==> src/rtl/rc5_pkg.sv <==
// Shared types and rotate helpers for the RC5-32/12 round controller.
// RC5_CTRL_DECRYPT_EN adds the FINAL state used by the decrypt path.
package rc5_pkg;

    localparam int RC5_W      = 32;
    localparam int RC5_ROUNDS = 12;
    localparam int RC5_LGW    = $clog2(RC5_W);

    typedef logic [RC5_W-1:0]   word_t;
    typedef logic [RC5_LGW-1:0] rot_t;

`ifdef RC5_CTRL_DECRYPT_EN
    typedef enum logic [1:0] {
        ST_IDLE  = 2'd0,
        ST_ROUND = 2'd1,
        ST_DONE  = 2'd2,
        ST_FINAL = 2'd3
    } rc5_state_t;
`else
    typedef enum logic [1:0] {
        ST_IDLE  = 2'd0,
        ST_ROUND = 2'd1,
        ST_DONE  = 2'd2
    } rc5_state_t;
`endif

    function automatic word_t rotl(input word_t x, input rot_t n);
        logic [2*RC5_W-1:0] t;
        t = {x, x} << n;
        return t[2*RC5_W-1:RC5_W];
    endfunction

    function automatic word_t rotr(input word_t x, input rot_t n);
        logic [2*RC5_W-1:0] t;
        t = {x, x} >> n;
        return t[RC5_W-1:0];
    endfunction

endpackage

==> src/rtl/rc5_round.sv <==
// Combinational RC5 round: one encrypt round, plus the inverse round
// when RC5_CTRL_DECRYPT_EN is defined.
module rc5_round
    import rc5_pkg::*;
(
    input  word_t a_i,
    input  word_t b_i,
    input  word_t s_even_i,
    input  word_t s_odd_i,
    output word_t enc_a_o,
    output word_t enc_b_o
`ifdef RC5_CTRL_DECRYPT_EN
    ,
    output word_t dec_a_o,
    output word_t dec_b_o
`endif
);

    word_t enc_a;

    assign enc_a   = rotl(a_i ^ b_i, b_i[RC5_LGW-1:0]) + s_even_i;
    assign enc_a_o = enc_a;
    assign enc_b_o = rotl(b_i ^ enc_a, enc_a[RC5_LGW-1:0]) + s_odd_i;

`ifdef RC5_CTRL_DECRYPT_EN
    word_t dec_b;

    // B is recovered first because A's rotate amount depends on it.
    assign dec_b   = rotr(b_i - s_odd_i, a_i[RC5_LGW-1:0]) ^ a_i;
    assign dec_b_o = dec_b;
    assign dec_a_o = rotr(a_i - s_even_i, dec_b[RC5_LGW-1:0]) ^ dec_b;
`endif

endmodule

==> src/rtl/rc5_round_ctrl.sv <==
// RC5-32/12 sequencing controller: whitening, one round per clock, result hold.
// Build option RC5_CTRL_DECRYPT_EN adds the dec input and the decrypt schedule.
//
// state | meaning
// IDLE  | ready for a block; encrypt whitening applied on accept
// ROUND | one full round per cycle, skey_idx = round counter
// FINAL | decrypt only: strip the input whitening using S[0], S[1]
// DONE  | result held on out_data until out_ready
module rc5_round_ctrl
    import rc5_pkg::*;
#(
    // W must match RC5_W; the rotate helpers are sized by the package.
    parameter int W      = RC5_W,
    parameter int ROUNDS = RC5_ROUNDS,
    parameter int IDXW   = $clog2(ROUNDS + 1)
) (
    input  logic              clk,
    input  logic              rst,
    input  logic              in_valid,
    output logic              in_ready,
    input  logic [2*W-1:0]    in_data,
`ifdef RC5_CTRL_DECRYPT_EN
    input  logic              dec,
`endif
    output logic [IDXW-1:0]   skey_idx,
    input  logic [W-1:0]      skey_even,
    input  logic [W-1:0]      skey_odd,
    output logic              out_valid,
    input  logic              out_ready,
    output logic [2*W-1:0]    out_data,
    output logic              busy
);

    rc5_state_t        state_q, state_d;
    logic [W-1:0]      a_q, a_d, b_q, b_d;
    logic [IDXW-1:0]   rnd_q, rnd_d;
    logic [W-1:0]      in_a, in_b;
    logic [W-1:0]      enc_a, enc_b;
`ifdef RC5_CTRL_DECRYPT_EN
    logic              dec_q, dec_d;
    logic [W-1:0]      dec_a, dec_b;
`endif

    assign in_a = in_data[W-1:0];
    assign in_b = in_data[2*W-1:W];

    rc5_round u_round (
        .a_i      (a_q),
        .b_i      (b_q),
        .s_even_i (skey_even),
        .s_odd_i  (skey_odd),
        .enc_a_o  (enc_a),
        .enc_b_o  (enc_b)
`ifdef RC5_CTRL_DECRYPT_EN
        ,
        .dec_a_o  (dec_a),
        .dec_b_o  (dec_b)
`endif
    );

    always_comb begin
        state_d   = state_q;
        a_d       = a_q;
        b_d       = b_q;
        rnd_d     = rnd_q;
        in_ready  = 1'b0;
        out_valid = 1'b0;
        skey_idx  = '0;
`ifdef RC5_CTRL_DECRYPT_EN
        dec_d     = dec_q;
`endif
        case (state_q)
            ST_IDLE: begin
                in_ready = 1'b1;
                if (in_valid) begin
                    state_d = ST_ROUND;
`ifdef RC5_CTRL_DECRYPT_EN
                    dec_d = dec;
                    if (dec) begin
                        a_d   = in_a;
                        b_d   = in_b;
                        rnd_d = IDXW'(ROUNDS);
                    end else begin
                        a_d   = in_a + skey_even;
                        b_d   = in_b + skey_odd;
                        rnd_d = IDXW'(1);
                    end
`else
                    a_d   = in_a + skey_even;
                    b_d   = in_b + skey_odd;
                    rnd_d = IDXW'(1);
`endif
                end
            end
            ST_ROUND: begin
                skey_idx = rnd_q;
`ifdef RC5_CTRL_DECRYPT_EN
                if (dec_q) begin
                    a_d = dec_a;
                    b_d = dec_b;
                    if (rnd_q == IDXW'(1)) begin
                        state_d = ST_FINAL;
                        rnd_d   = '0;
                    end else begin
                        rnd_d = rnd_q - IDXW'(1);
                    end
                end else begin
                    a_d = enc_a;
                    b_d = enc_b;
                    if (rnd_q == IDXW'(ROUNDS)) begin
                        state_d = ST_DONE;
                    end else begin
                        rnd_d = rnd_q + IDXW'(1);
                    end
                end
`else
                a_d = enc_a;
                b_d = enc_b;
                if (rnd_q == IDXW'(ROUNDS)) begin
                    state_d = ST_DONE;
                end else begin
                    rnd_d = rnd_q + IDXW'(1);
                end
`endif
            end
`ifdef RC5_CTRL_DECRYPT_EN
            ST_FINAL: begin
                a_d     = a_q - skey_even;
                b_d     = b_q - skey_odd;
                state_d = ST_DONE;
            end
`endif
            ST_DONE: begin
                out_valid = 1'b1;
                if (out_ready) begin
                    state_d = ST_IDLE;
                end
            end
            default: state_d = ST_IDLE;
        endcase
    end

    always_ff @(posedge clk or posedge rst) begin
        if (rst) begin
            state_q <= ST_IDLE;
            a_q     <= '0;
            b_q     <= '0;
            rnd_q   <= '0;
`ifdef RC5_CTRL_DECRYPT_EN
            dec_q   <= 1'b0;
`endif
        end else begin
            state_q <= state_d;
            a_q     <= a_d;
            b_q     <= b_d;
            rnd_q   <= rnd_d;
`ifdef RC5_CTRL_DECRYPT_EN
            dec_q   <= dec_d;
`endif
        end
    end

    assign out_data = {b_q, a_q};
    assign busy     = (state_q != ST_IDLE);

endmodule
==> config.mk <==
export PLATFORM = sky130hd
export DESIGN_NAME = rc5_round_ctrl
export DESIGN_NICKNAME = d
export VERILOG_FILES = /design/src/rtl/rc5_pkg.sv /design/src/rtl/rc5_round.sv /design/src/rtl/rc5_round_ctrl.sv
export SDC_FILE = /design/constraint.sdc
export NUM_CORES = 1
export LEC_CHECK = 0
export ABC_CLOCK_PERIOD_IN_PS = 9100
export BUFFER_PORTS_ARGS = -buffer_cell sky130_fd_sc_hd__buf_4
export CORE_MARGIN = 1.5
export CORE_UTILIZATION = 55
export CTS_CLUSTER_DIAMETER = 80
export DETAILED_ROUTE_END_ITERATION = 6
export PLACE_DENSITY = 0.78
export SETUP_SLACK_MARGIN = 0.4
export SYNTH_ARGS = -nofsm -noshare
export SYNTH_HDL_FRONTEND = slang
export SYNTH_HIERARCHICAL = 1
export SYNTH_SLANG_ARGS = --single-unit
export TNS_END_PERCENT = 5
==> constraint.sdc <==
create_clock -name clk -period 9.1 [get_ports clk]
set_input_delay 0.455 -clock clk [delete_from_list [all_inputs] [get_ports clk]]
set_output_delay 0.455 -clock clk [all_outputs]
set_load 0.1 [all_outputs]
======== Word level (Yosys, flattened, before mapping) ========
Index checks and enable logic that the tools add are counted.
cells by class
  add/sub/neg operators ................... 5
  equal/unequal tests ..................... 7
  shift-type cells ........................ 2
  multiplexer cells ....................... 14
  bitwise operators ....................... 2
  reduce and logical (&&, ||, !) cells .... 6
operators with widths
  kind                                                                    count
  32-bit adder                                                            4
  32-bit case mux with 2 select lines                                     2
  64-bit by 5-bit << shifter with 64-bit output                           2
  32-bit two-way mux                                                      2
  32-bit bitwise XOR                                                      2
  4-bit two-way mux                                                       3
  2-bit != test (second input constant)                                   4
  4-bit case mux with 2 select lines                                      1
  2-bit two-way mux                                                       3
  2-bit case mux with 3 select lines                                      1
  3-bit AND reduction                                                     2
  4-bit by 1-bit adder with 4-bit output (second input constant)          1
  4-bit equality test (second input constant)                             1
  2-bit nonzero test                                                      2
  2-bit by 1-bit equality test with 1-bit output (second input constant)  1
  2-bit equality test (second input constant)                             1
  2-bit zero test                                                         1
  1-bit two-way mux                                                       2
  2-bit AND reduction                                                     1
storage, ports and cells
  register bits after elaboration ......... 70
  input bits .............................. 132
  output and inout bits ................... 71
  word-level logic and storage cells ...... 40

======== Depth between registers and ports, before layout ========
Gate-level depths: netlist (run 1).
  depth in word-level cells ............... 7
  mapped depth ............................ 43
  gate-level depth less buffers ........... 40

======== By module ========
The synthesis (run 1) kept the hierarchy.
by module, submodules not included
  module          times used  cells each  area an instance (sq um)  seq. area each (sq um)
  rc5_round       1           1,070       8,222.9                   0.0
  rc5_round_ctrl  1           781         6,399.9                   1,751.7

======== Worst setup path after synthesis (run 1) ========
No wires, ideal clock.
  kind .................................... reg2reg
  start point ............................. reg b_q[1]
  end point ............................... reg b_q[31]
  library setup time ...................... 0.141 ns
  arrival ................................. 8.997 ns
  setup slack ............................. -0.038 ns
  stages on the path, launching flop included .. 36
  buffers on the path ..................... 5
  path through ............................ dfrtp_1 -> clkbuf_1 -> buf_1 -> clkbuf_1 -> mux2i_1 -> mux2i_1 -> mux4_2 -> ha_1 -> clkbuf_1 -> and3_1 -> a221oi_1 -> o21a_1 -> o31ai_1 -> or4_1 -> and4_1 -> clkbuf_1 -> xor2_1 -> mux4_2 -> mux2i_1 -> mux2_1 -> o21ai_1 -> ha_1 -> or4_1 -> o21ai_0 -> o21bai_1 -> o211ai_1 -> o31a_1 -> o31ai_1 -> a31oi_1 -> nand2_1 -> o21ai_1 -> a21oi_1 -> o21ai_0 -> xnor2_1 -> a222oi_1 -> nand3_1
on the way
  cells in the longest elaborated chain, start to end .. 7
RTL lines
  item                                               line                   source
  from (decl)                                        rc5_round_ctrl.sv:35   logic [W-1:0] a_q, a_d, b_q, b_d;
  from (signal assigned)                             rc5_round_ctrl.sv:147  b_q <= '0;
  from (signal assigned)                             rc5_round_ctrl.sv:155  b_q <= b_d;
  32-bit bitwise XOR                                 rc5_round.sv:21        assign enc_a = rotl(a_i ^ b_i, b_i[RC5_LGW-1:0]) + s_even_i;
  64-bit by 5-bit << shifter with 64-bit output (*)  rc5_pkg.sv:29          t = {x, x} << n;
  32-bit adder (*)                                   rc5_round.sv:21
  named net enc_a[26]                                rc5_round_ctrl.sv:38   logic [W-1:0] enc_a, enc_b;
  32-bit bitwise XOR (*)                             rc5_round.sv:23        assign enc_b_o = rotl(b_i ^ enc_a, enc_a[RC5_LGW-1:0]) + s_odd_i;
  64-bit by 5-bit << shifter with 64-bit output (*)  rc5_pkg.sv:29
  32-bit adder (*)                                   rc5_round.sv:23
  named net enc_b[31]                                rc5_round_ctrl.sv:38
  32-bit case mux with 2 select lines (*)            rc5_round_ctrl.sv:72   case (state_q)
Mark *: on every way through the listed nets, which the timed path passes. The rest lies on a longest branch.
A chain may end at the register's enable or synchronous reset.

======== Worst setup path after layout (run 1) ========
  start point ............................. reg b_q[0]
  end point ............................... reg b_q[30]
Same word-level chain as after synthesis.

==> flow_summary.json, run 1 <==
{
  "finalWirelength_mm": 59.9,
  "synth_nets": 2118,
  "clk_latency_ns": 0.37,
  "clockBufferDepth": 2,
  "synth_seq_cells": 70,
  "critPathSlowestCell": "dfrtp_2",
  "finalSetupViolations": 0,
  "path_clk_slew_ns": 0.08,
  "syn_to_final_growth_pct": 19.8,
  "avgSynthCellArea_sq_um": 7.90,
  "grt_max_degree": 71,
  "startpoint": "b_q[0]",
  "drc": 0,
  "rows": 59,
  "drt_iter0_markers": 1888,
  "cts.sinks": 70,
  "worst_pin_slew_ns": 1.15,
  "grtUsageTotal_pct": 41.3,
  "reg2reg_slack_ns": 0.50,
  "critPathMaxStageDelay_ns": 0.47,
  "worst_hold_path_type": "in2async",
  "hpwl_mm": 47.0,
  "port_buffers": 202,
  "postSynthCellCount": 1851,
  "hold_viol": 0,
  "synth-seq-area-share_pct": 12.0,
  "io_pins": 203,
  "vias": 16395,
  "nets": 2285,
  "fin_worst_skew_ns": 0.0164,
  "dr.pass1.iters": 6,
  "root_buffer": "clkbuf_16",
  "max_cap_violations": 0,
  "antenna_cells": 0,
  "gp_congestion": 0.995,
  "antenna_found_initial": 1,
  "synth_edf_count": 0,
  "ys.warnings.count": 6,
  "core_sq_um": 26100,
  "critPathKind": "reg2reg",
  "status": "complete, no violations",
  "ant_nets": 0,
  "die_width_um": 166,
  "critPathLaunchType": "register",
  "cp.required_ns": 9.34,
  "rsz0062_at_grt": "yes",
  "start_util_pct": 56.1,
  "syn_area_sq_um": 14600,
  "cts_tree": "built",
  "drive_above_1_share_pct": 23.7,
  "tns_ns": 0,
  "path_max_fanout": 16,
  "fin_crit_ns": 8.60,
  "period_share_pct": 94.5,
  "synth_cell_type_count": 92,
  "dieArea_sq_um": 27600,
  "num-fill-cells": 2293,
  "grt_overflow": 0,
  "crit_arrival_ns": 8.84,
  "postCtsHoldBufs": 0,
  "post_drt_wl_per_cell_um": 25.4,
  "numCtsBuffers": 9,
  "multi_input_area_sq_um": 12700,
  "max_freq_mhz": 116,
  "maxSlewViolCount": 0,
  "seq_area_sq_um": 1760,
  "synth_async_sr_flop_share_pct": 100,
  "viasPerCell": 6.95,
  "worstRegToRegCells": 36,
  "htreeDepth": 3,
  "endpoint_kind": "register",
  "worstReg2RegStart": "b_q[0]",
  "die_h_um": 166,
  "grt_pass1_vias": 15281,
  "slew_headroom_pct": 23.0,
  "grt_pass1_wl_mm": 88.4,
  "ys.flop_type": "dfrtp_1",
  "r2r_end": "b_q[30]",
  "cp-endpoint": "b_q[30]"
}
-- layer usage --
layer  global-route usage [%]  part of all wire [%]  vias up
li1                         -                     -     7293
met1                     52.6                    39     7937
met4                     20.2                   4.8        0
met2                     68.0                    47      998
met5                        0                     0        -
met3                     6.74                   9.6      167
-- state kept, by name, summed over array words and instances (netlist names) --
name     count
rnd_q        4
b_q         32
a_q         32
state_q      2
-- synthesized netlist by cell type, types with 6 or more instances --
| library cell | n | area (sq um) |
|---|---|---|
| mux2_2 | 18 | 203 |
| o21ai_0 | 92 | 460 |
| xor3_1 | 6 | 143 |
| o21ai_1 | 36 | 180 |
| a211o_1 | 7 | 61.3 |
| nand3_1 | 38 | 190 |
| nor2_1 | 164 | 616 |
| ha_1 | 131 | 1640 |
| inv_1 | 43 | 161 |
| or3_1 | 6 | 37.5 |
| a31oi_1 | 26 | 163 |
| nor2b_1 | 8 | 50.1 |
| nand2_1 | 140 | 526 |
| xor2_1 | 47 | 412 |
| and3_1 | 12 | 75.1 |
| dfrtp_1 | 70 | 1750 |
| a211oi_1 | 27 | 203 |
| clkbuf_1 | 93 | 349 |
| buf_1 | 15 | 56.3 |
| a21o_1 | 57 | 428 |
| mux2i_1 | 111 | 1110 |
| mux4_2 | 45 | 1010 |
| nand4_1 | 24 | 150 |
| buf_2 | 9 | 45.0 |
| xnor3_1 | 10 | 225 |
| xnor2_1 | 113 | 990 |
| nand2b_1 | 12 | 75.1 |
| nor3_1 | 30 | 150 |
| o22ai_1 | 55 | 344 |
| a22oi_1 | 29 | 218 |
| o21bai_1 | 19 | 143 |
| a21oi_1 | 184 | 921 |
| o211ai_1 | 19 | 143 |
| o21a_1 | 24 | 180 |
| and4_1 | 11 | 96.3 |
| and2_1 | 8 | 50.1 |
-- layout by cell type, fill, tap and decap left out, types with 29 or more instances in the layout --
cell / n
o21ai_1: 36
dfrtp_1: 64
a21o_1: 56
nand2_1: 140
a22oi_1: 29
nor3_1: 30
buf_4: 273
inv_1: 41
xnor2_1: 87
a21oi_1: 176
mux2i_1: 89
o21ai_0: 91
nor2_1: 162
mux4_2: 45
o22ai_1: 55
nand3_1: 37
ha_1: 119
xor2_1: 43
-- stage by stage --
| stage | hold WS, ns | setup slack [ns] | cells | instance area, sq um | utilization, % |
|---|---|---|---|---|---|
| 2_1_floorplan | 0.463 | 0.410 | 1851 | 14600 | - |
| 3_3_place_gp | 0.491 | 0.391 | 2325 | 16500 | 63.4 |
| 3_5_place_dp | 0.509 | 0.339 | 2325 | 16500 | 63.4 |
| 4_1_cts | 0.390 | 0.405 | 2344 | 16900 | 64.8 |
| 5_1_grt | 0.398 | 0.313 | 2358 | 17500 | 67.2 |
| 6_report | 0.379 | 0.498 | 2358 | 17500 | 67.2 |
-- cell type report --
| class | instances | share of cell area [%] |
|---|---|---|
| clock buffer | 9 | 1.29 |
| clock inverter | 7 | 0.586 |
| inverter | 49 | 1.14 |
| multi-input combinational | 1608 | 72.3 |
| sequential | 70 | 10.0 |
| tap | 335 | 2.39 |
| timing repair buffer | 278 | 12.2 |
| timing repair inverter | 2 | 0.100 |
-- worst min-delay path by stage --
stage	start	to	slack [ns]	depth (start not counted)
4_1_cts	out_ready	state_q[1]	0.39	3
3_5_place_dp	rnd_q[2]	rnd_q[2]	0.51	1
3_3_place_gp	rnd_q[2]	rnd_q[2]	0.49	1
6_report	rst	b_q[9]	0.38	3
5_1_grt	out_ready	state_q[1]	0.40	3
2_1_floorplan	rnd_q[2]	rnd_q[2]	0.46	1
-- cells by family after synthesis --
logic type | share of synthesized area [%]
buffers and inverters | 4.81
AOI/OAI and AO/OA | 28.1
adders and majority gates | 11.8
and+or+nand+nor | 14.8
muxes | 16.2
DFF | 12.0
xor gates and xnor gates | 12.3
-- worst max-delay path: cells and delay by family, from the launching register on --
| family | cells | cell delay (ns) |
|---|---|---|
| flops | 1 | 0.47 |
| mux | 8 | 2.14 |
| fa+ha+maj | 3 | 1.01 |
| xor+xnor | 3 | 0.55 |
| buf+inv | 3 | 0.37 |
| simple gates | 2 | 0.29 |
| compound gates | 17 | 3.63 |
-- timing repair --
item,in CTS,in global routing
endpoints found under the setup margin,2,11
setup buffers,3,12
pin swaps,0,16
resized for setup,4,97
gates cloned,0,2
Power of run 1 is left out: the tool's default activity adds up to more than one toggle a clock period on the data nets, which glitch-free logic cannot reach.
==> run 2, diff against run 1 <==
CORE_UTILIZATION = 54   (was 55)
SYNTH_HIERARCHICAL = not set   (was 1)
==> flow_summary.json, run 2 <==
{
  "yosys.area.top_type_share_pct": 13.6,
  "postSynthCellCount": 1656,
  "port_buffers": 202,
  "cp.required_ns": 9.38,
  "antenna_found_initial": 0,
  "vias": 14926,
  "gp_congestion": 0.982,
  "period_share_pct": 95.1,
  "post_drt_wl_per_cell_um": 23.7,
  "core_sq_um": 23400,
  "synth_cell_type_count": 77,
  "max_freq_mhz": 116,
  "hpwl_mm": 42.7,
  "syn_area_sq_um": 12900,
  "finalSetupViolations": 0,
  "grt_pass1_wl_mm": 78.5,
  "ys.warnings.count": 0,
  "die_width_um": 157,
  "synth_common_cells": "184 x nand2_1, 141 x nor2_1, 141 x o21ai_0",
  "drive_above_1_share_pct": 28.1,
  "reg2reg_slack_ns": 0.44,
  "cts_tree": "built",
  "path_max_fanout": 4,
  "slew_headroom_pct": 22.5,
  "viasPerCell": 6.57,
  "tns_ns": 0,
  "status": "complete, no violations",
  "grt_overflow": 0,
  "r2r_end": "b_q[31]",
  "critPathKind": "reg2reg",
  "fin_ws_ns": 0.442,
  "crit_arrival_ns": 8.94,
  "critPathMaxStageDelay_ns": 0.56,
  "htreeDepth": 3,
  "dr.pass1.iters": 6,
  "dpl.cell_count": 2232,
  "drc": 0,
  "root_buffer": "clkbuf_16",
  "rsz0062_at_grt": "yes",
  "grt_pass1_vias": 13775,
  "num-fill-cells": 1987,
  "top_regs": "a_q: 32 flops, b_q: 32 flops, rnd_q: 4 flops",
  "syn_to_final_growth_pct": 28.2,
  "critPathSlowestCell": "mux4_2",
  "clockBufferDepth": 2,
  "cts.sinks": 70,
  "drt_iter0_markers": 1797,
  "fin_worst_skew_ns": 0.0140,
  "dieArea_sq_um": 24800,
  "synth.area.top_cells": "dfrtp_1 14%, ha_1 9.2%, mux4_2 7.0%, mux2i_1 6.8%, xnor2_1 6.3%",
  "synth.most_common_cell": "nand2_1",
  "numCtsBuffers": 9,
  "worstReg2RegStart": "b_q[30]",
  "synth_seq_cells": 70,
  "maxSlewViolCount": 0,
  "hold_slack_ns": 0.392,
  "antenna_cells": 0,
  "fin_crit_ns": 8.66,
  "grtUsageTotal_pct": 42.3,
  "synth_edf_count": 0,
  "mostFrequentLayoutCells": "367 x buf_4, 183 x nand2_1, 137 x nor2_1, 131 x o21ai_0, 129 x a21oi_1",
  "endpoint_kind": "register",
  "nets": 2177,
  "place_ws_ns": 0.0382,
  "rows": 56,
  "die_h_um": 157,
  "max_cap_violations": 0,
  "synth-seq-area-share_pct": 13.6,
  "start_util_pct": 55.0,
  "io_pins": 203,
  "synth_async_sr_flop_share_pct": 100,
  "critPathLaunchType": "register",
  "synth_nets": 1886,
  "hold_viol": 0,
  "worstRegToRegCells": 35,
  "synth_top_cell_by_area": "dfrtp_1",
  "ant_nets": 0,
  "finalNonFillerCells": 2271,
  "ys.flop_type": "dfrtp_1",
  "startpoint": "b_q[30]",
  "clk_latency_ns": 0.36,
  "final_common_cell": "buf_4",
  "path_clk_slew_ns": 0.08,
  "finalWirelength_mm": 53.8,
  "avgSynthCellArea_sq_um": 7.77,
  "worst_hold_path_type": "in2async",
  "worst_path_most_repeated_cell": "buf_4",
  "worst_pin_slew_ns": 1.16,
  "postCtsHoldBufs": 0,
  "grt_max_degree": 71
}
[run 2: changes by cell type after synthesis, sizes merged, moves of 10 or more]
cell	delta
nand2	+44
mux2i	-24
nand4	-15
o21ai	+16
ha	-36
mux2	-10
xnor2	-22
clkbuf	-21
a22oi	-11
a21oi	-47
buf	-10
a21o	-19
o22ai	-48
nor2	-23
[run 2: worst max-delay path by stage]
stage	to
floorplan	b_q[31]
global placement	b_q[30]
detailed placement	b_q[31]
CTS	b_q[30]
global route	b_q[22]
finish	b_q[31]
[run 2: per-stage QoR]
stage	area (sq um)	utilization, %
2_1_floorplan	12900	-
3_3_place_gp	15700	66.9
3_5_place_dp	15700	66.9
4_1_cts	16100	68.8
5_1_grt	16500	70.5
6_report	16500	70.5
[run 2: cells by family after synthesis]
logic type | after synthesis | share of synthesized area (%)
AOI/OAI and AO/OA | 553 | 28.0
and+or+nand+nor | 504 | 17.8
xor gates and xnor gates | 151 | 11.8
buffers and inverters | 141 | 4.22
muxes | 139 | 14.8
adders and majority gates | 98 | 9.71
DFF | 70 | 13.6
[run 2: final cells by class]
class                   instances  area (sq um)  share of cell area (%)
multi-input cells            1445         11000                    66.6
well taps                     319           399                    2.42
clock inverters                 7          75.1                   0.455
clock buffers                   9           225                    1.37
repair buffers                373          2850                    17.3
inverters                      48           188                    1.14
flip-flops and latches         70          1770                    10.7
[run 2: critical path, delay by kind of cell (launching register included)]
| family | cells | cell delay [ns] |
|---|---|---|
| flops | 1 | 0.45 |
| compound gates | 14 | 2.52 |
| buf+inv | 4 | 0.56 |
| xor+xnor | 3 | 0.70 |
| simple gates | 8 | 2.26 |
| mux | 4 | 1.45 |
| fa+ha+maj | 2 | 0.65 |
[run 2: metal layers]
layer	GRT usage [%]	vias to the layer above	share of wire, %
li1	-	6784	-
met1	53.7	7083	39
met2	68.3	917	46
met3	9.39	142	11
met4	19.6	0	4.8
met5	0	-	0
[run 2: what timing repair did]
action | CTS | global route
buffers inserted | 2 | 21
pin swaps | 6 | 37
resized for setup | 25 | 57
endpoints found under the setup margin | 7 | 10
Power of run 2 is left out for the same reason.
